**config.mk**
```make
export PLATFORM = sky130hd
export DESIGN_NAME = prio_enc_seg_disp
export DESIGN_NICKNAME = d
export VERILOG_FILES = /design/src/rtl/prio_seg_pkg.sv /design/src/rtl/hex_to_seg7.sv /design/src/rtl/prio_enc_seg_disp.sv
export SDC_FILE = /design/constraint.sdc
export NUM_CORES = 1
export LEC_CHECK = 0
export ABC_CLOCK_PERIOD_IN_PS = 2500
export BUFFER_PORTS_ARGS = -buffer_cell sky130_fd_sc_hd__buf_2
export CAP_MARGIN = 20
export CORE_MARGIN = 10
export CORE_UTILIZATION = 49
export CTS_BUF_LIST = sky130_fd_sc_hd__clkbuf_4 sky130_fd_sc_hd__clkbuf_8
export DETAILED_ROUTE_END_ITERATION = 8
export PLACE_DENSITY = 0.79
export SYNTH_ARGS = -nofsm -noshare
export SYNTH_HDL_FRONTEND = slang
export SYNTH_HIERARCHICAL = 1
export SYNTH_SLANG_ARGS = --single-unit
```
**constraint.sdc**
```tcl
create_clock -name clk -period 2.5 [get_ports clk]
set_input_delay 0.5 -clock clk [delete_from_list [all_inputs] [get_ports clk]]
set_output_delay 0.5 -clock clk [all_outputs]
set_load 0.02 [all_outputs]
```
**src/rtl/prio_seg_pkg.sv**
```systemverilog
// Shared constants for the priority-encoder segment display.
// Active-low 7-segment patterns, bit6=a .. bit0=g.
package prio_seg_pkg;

    typedef enum logic [1:0] {
        MODE_LIVE   = 2'b00,
        MODE_STICKY = 2'b01,
        MODE_FREEZE = 2'b10
    } mode_e;

    localparam logic [6:0] SEG_ZERO = 7'b0000001;

    localparam logic [6:0] SEG_HEX [0:15] = '{
        7'b0000001, 7'b1001111, 7'b0010010, 7'b0000110,
        7'b1001100, 7'b0100100, 7'b0100000, 7'b0001111,
        7'b0000000, 7'b0000100, 7'b0001000, 7'b1100000,
        7'b0110001, 7'b1000010, 7'b0110000, 7'b0111000
    };

endpackage

```
**src/rtl/hex_to_seg7.sv**
```systemverilog
// Nibble to active-low 7-segment pattern.
// Purely combinational lookup.
module hex_to_seg7
    import prio_seg_pkg::*;
(
    input  logic [3:0] nib,
    output logic [6:0] seg
);

    assign seg = SEG_HEX[nib];

endmodule

```
**src/rtl/prio_enc_seg_disp.sv**
```systemverilog
// Registered priority encoder with hex 7-segment readout,
// sticky-max / freeze modes and a saturating change counter.
module prio_enc_seg_disp
    import prio_seg_pkg::*;
#(
    parameter  int WIDTH  = 16,
    parameter  int DIGITS = 2,
    parameter  int CNT_W  = 8,
    localparam int IDX_W  = $clog2(WIDTH)
) (
    input  logic                clk,
    input  logic                rst,
    input  logic                en,
    input  logic [WIDTH-1:0]    sw,
    input  logic [1:0]          mode,
    input  logic                clr,
    output logic                valid,
    output logic [IDX_W-1:0]    idx,
    output logic [WIDTH-1:0]    led,
    output logic [7*DIGITS-1:0] seg,
    output logic [CNT_W-1:0]    chg_cnt
);

    if (4*DIGITS < IDX_W) begin : g_digits_check
        $error("DIGITS too small to show the index");
    end

    logic [WIDTH-1:0] sw_q;
    logic [IDX_W-1:0] nidx;
    logic             nvalid;
    logic             load;
    logic             chg;

    always_ff @(posedge clk or posedge rst) begin
        if (rst) begin
            sw_q <= '0;
        end else if (en) begin
            sw_q <= sw;
        end
    end

    assign led = en ? sw_q : '0;

    // Ascending scan: the last set bit seen is the highest.
    always_comb begin
        nidx = '0;
        for (int i = 0; i < WIDTH; i++) begin
            if (sw_q[i]) nidx = IDX_W'(i);
        end
    end

    assign nvalid = |sw_q;

    always_comb begin
        load = 1'b0;
        if (en && !clr) begin
            unique case (mode)
                MODE_LIVE:   load = 1'b1;
                MODE_STICKY: load = nvalid && (!valid || nidx > idx);
                default:     load = 1'b0;
            endcase
        end
    end

    assign chg = load && ({nvalid, nidx} != {valid, idx});

    always_ff @(posedge clk or posedge rst) begin
        if (rst) begin
            idx     <= '0;
            valid   <= 1'b0;
            chg_cnt <= '0;
        end else if (clr) begin
            idx     <= '0;
            valid   <= 1'b0;
            chg_cnt <= '0;
        end else begin
            if (load) begin
                idx   <= nidx;
                valid <= nvalid;
            end
            if (chg && chg_cnt != {CNT_W{1'b1}}) begin
                chg_cnt <= chg_cnt + CNT_W'(1);
            end
        end
    end

    logic [4*DIGITS-1:0] disp_val;
    logic [6:0]          hex_seg [DIGITS];
    logic                show;

    assign disp_val = (4*DIGITS)'(idx);
    assign show     = en && valid;

    for (genvar k = 0; k < DIGITS; k++) begin : g_dig
        hex_to_seg7 u_hex (
            .nib (disp_val[4*k +: 4]),
            .seg (hex_seg[k])
        );
        assign seg[7*k +: 7] = show ? hex_seg[k] : SEG_ZERO;
    end

endmodule

```
==> flow_summary_export.csv <==
group,metric,value,unit
floorplan,rows,24,
cts,path_clk_slew,0.06,ns
routing,wirelength,6.100,mm
place,placed_cells,386,
sta,finalHoldViolCount,0,
sta,tns,-1.909,ns
floorplan,ios,65,
cts,postCtsHoldBufs,0,
grt,grt_max_degree,51,
critical_path,critPathKind,"reg -> reg",
synth,synthMuxAreaShare,14.78,%
floorplan,die_area,7797,um^2
sta,tightest_slew,0.5606,ns
cts,cts_max_level,2,
sta,relSlewSlack,62.63,%
floorplan,die_y,88.30,um
cts,cts_buffer_depth,2,
synth,synth-seq-cells,29,
synth,async_flop_share,100.0,%
synth,synthesis.area,2286,um^2
synth,synth-adder-area-share,10.40,%
routing,vias_per_cell,5.431,
critical_path,rr_worst_depth,10,
critical_path,arrival,2.97,ns
final_layout,antenna_cells,0,
power_and_ir_drop,leakage,1.543,nW
final_layout,final_core_utilization,70.86,%
cts,cts_tree,"done",
sta,setup_viol,10,
critical_path,critical_path.endpoint,"chg_cnt[5]",
grt,grt_pass1_vias,2181,
synth,yosys.area_share.simple,23.75,%
synth,yosysSeqAreaShare,31.75,%
final_layout,mostFrequentLayoutCell,"buf_2",
place,postPlaceCellArea,2845,um^2
routing,drtAntennaViolNets,0,
place,gp_congestion,0.8646,
floorplan,core-area,4444,um^2
run,cap_viol_max_count,0,
final_layout,layout_common_cells,"buf_2 (56), buf_4 (32), dfrtp_1 (27)",
routing,first_iter_violations,174,
critical_path,cp-startpoint,"sw_q[8]",
final_layout,nNetsFinal,392,
grt,grt_pass1_wl,9.887,mm
sta,drv_slew,0,
floorplan,initial_core_util,51.44,%
final_layout,area_growth,37.77,%
power_and_ir_drop,p_per_area,431.7,nW/um^2
grt,grt_use_total,15.57,%
final_layout,drive_gt1_share,42.90,%
sta,rsz0062_at_grt,"yes",
outcome,outcome,"finished with violations",
cts,clock-sinks,29,
critical_path,end_kind,"flip-flop",
synth,synth-main-ff-cell,"dfrtp_1",
synth,synth_cell_types,51,
worst_hold_path,hold_path.class,"in -> async",
grt,overflow,0,
cts,cts_root_buffer,"clkbuf_8",
sta,max_freq,354.9,MHz
sta,clock_skew,0.007768,ns
critical_path,reg2reg_slack,-0.32,ns
sta,fin_ws,-0.3178,ns
sta,finalCriticalPeriod,2.818,ns
routing,route.detailed.drc,0,
final_layout,fin_area,3149,um^2
place,dp_hpwl,4.241,mm
critical_path,path_max_fanout,7,
critical_path,worst_r2r_endpoint,"chg_cnt[5]",
synth,synth_edf_count,0,
critical_path,critPathRequiredTime,2.65,ns
routing,dr.pass1.iters,4,
sta,period_share,112.7,%
synth,syn_area_per_cell,9.330,um^2
cts,numCtsBuffers,5,
routing,vias,2194,
floorplan,die_x,88.30,um
synth,syn_inst,245,
critical_path,r2r-start,"sw_q[8]",
final_layout,final_cells,404,
synth,yosysWarnings,6,
grt,grt_antenna_before_repair,0,
cts,worstSkewPairLatency,0.29,ns
synth,synth_compound_area_share,12.37,%
synth,synth_top_family_by_area,"simple AND/OR/NAND/NOR gates",
outcome,violations,"setup timing",
power_and_ir_drop,worst_ir_drop_vdd,0.3791,mV
place,io_buffers,57,
routing,wl_per_cell,15.10,um
synth,synth_xor_area_share,0.3831,%
critical_path,start_kind,"flip-flop",
[layout make-up]
| cell class | count | area, um^2 |
|---|---|---|
| Inverter | 15 | 58.81 |
| Multi-Input combinational cell | 206 | 1614 |
| Clock buffer | 6 | 76.32 |
| Sequential cell | 29 | 728.2 |
| Fill cell | 347 | 1295 |
| Tap cell | 52 | 65.06 |
| Timing Repair Buffer | 94 | 596.8 |
| Clock inverter | 2 | 10.01 |
[per-stage QoR]
stage / setup WS (ns) / power [mW] / hold slack (ns)
global route: -0.4749 / 1.441 / 0.3168
detailed placement: -0.2347 / 0.9411 / 0.5279
global placement: -0.1430 / 0.9297 / 0.5221
finish: -0.3178 / 1.360 / 0.2725
CTS: -0.1919 / 1.336 / 0.2908
floorplan: -0.008575 / 0.8048 / 0.4952
[kinds of logic (layout without fill, tap and decap cells)]
kind of cell / Yosys count / count (layout)
adders and majority gates: 19 / 19
buffers and inverters: 28 / 117
and+or+nand+nor: 95 / 95
AOI/OAI and AO/OA: 43 / 43
xor gates and xnor gates: 1 / 1
other: 1 / 19
muxes: 29 / 29
DFF: 29 / 29
[where the power goes]
| part | switching, mW | leakage [nW] | internal (mW) |
|---|---|---|---|
| clock network | 0.174 | 0.0484 | 0.203 |
| logic | 0.232 | 1.13 | 0.207 |
| registers | 0.0396 | 0.363 | 0.503 |
[routing by layer]
metal,vias up,GRT usage [%],wire length (um)
li1,1074,-,-
met1,1025,17.14,2478
met2,82,26.59,2998
met3,13,5.882,504
met4,0,6.167,118
met5,-,0,0
[worst max-delay path, cell delays in order (launching register included)]
cell and delay (ns):
dfrtp_1 0.44, or4_1 0.54, o21ai_2 0.18, ha_1 0.29
nand4_4 0.14, o2111ai_4 0.13, a41oi_2 0.28, nand3_4 0.15
buf_4 0.17, o311ai_4 0.24, o41ai_2 0.13
[how the worst min path moves through the flow]
stage	cells past startpoint	to	start	slack [ns]
after floorplan	1	sw_q[0]	sw_q[0]	0.50
after global placement	1	sw_q[0]	sw_q[0]	0.52
after detailed placement	1	sw_q[0]	sw_q[0]	0.53
after CTS	3	sw_q[8]	rst	0.29
after global routing	3	sw_q[9]	rst	0.32
final	3	sw_q[4]	rst	0.27
[repair_timing]
action,4_1_cts,5_1_grt
buffers inserted,7,3
pin swaps,6,6
gates resized for setup,14,24
endpoints found under the setup margin,14,15
[flip-flops by register name (all words and copies together), names as in the netlist]
name and flops:
idx 4, valid 1, sw_q 16, chg_cnt 8
[synth_stat cells, drive strengths merged, types with 2 or more instances]
cell / instances / share of area (%)
ha: 19 / 10
buf: 6 / 2.4
o31ai: 2 / 0.66
and3: 14 / 3.8
or4: 2 / 0.66
nor3: 3 / 0.66
mux2i: 12 / 5.3
nand4: 4 / 1.4
clkbuf: 7 / 1.6
nor4: 4 / 1.6
inv: 15 / 2.5
nand3: 8 / 2.0
nor2: 22 / 3.6
dfrtp: 29 / 32
nand3b: 2 / 0.66
o21ai: 16 / 3.5
a32o: 2 / 0.88
and2: 16 / 4.5
or3: 3 / 0.88
a22o: 2 / 0.77
nand2b: 3 / 0.82
a21oi: 11 / 2.9
mux4: 2 / 2.1
a31o: 2 / 0.77
nand2: 10 / 1.6
mux2: 15 / 7.4
Note: power is estimated with default switching activity, not from simulation.
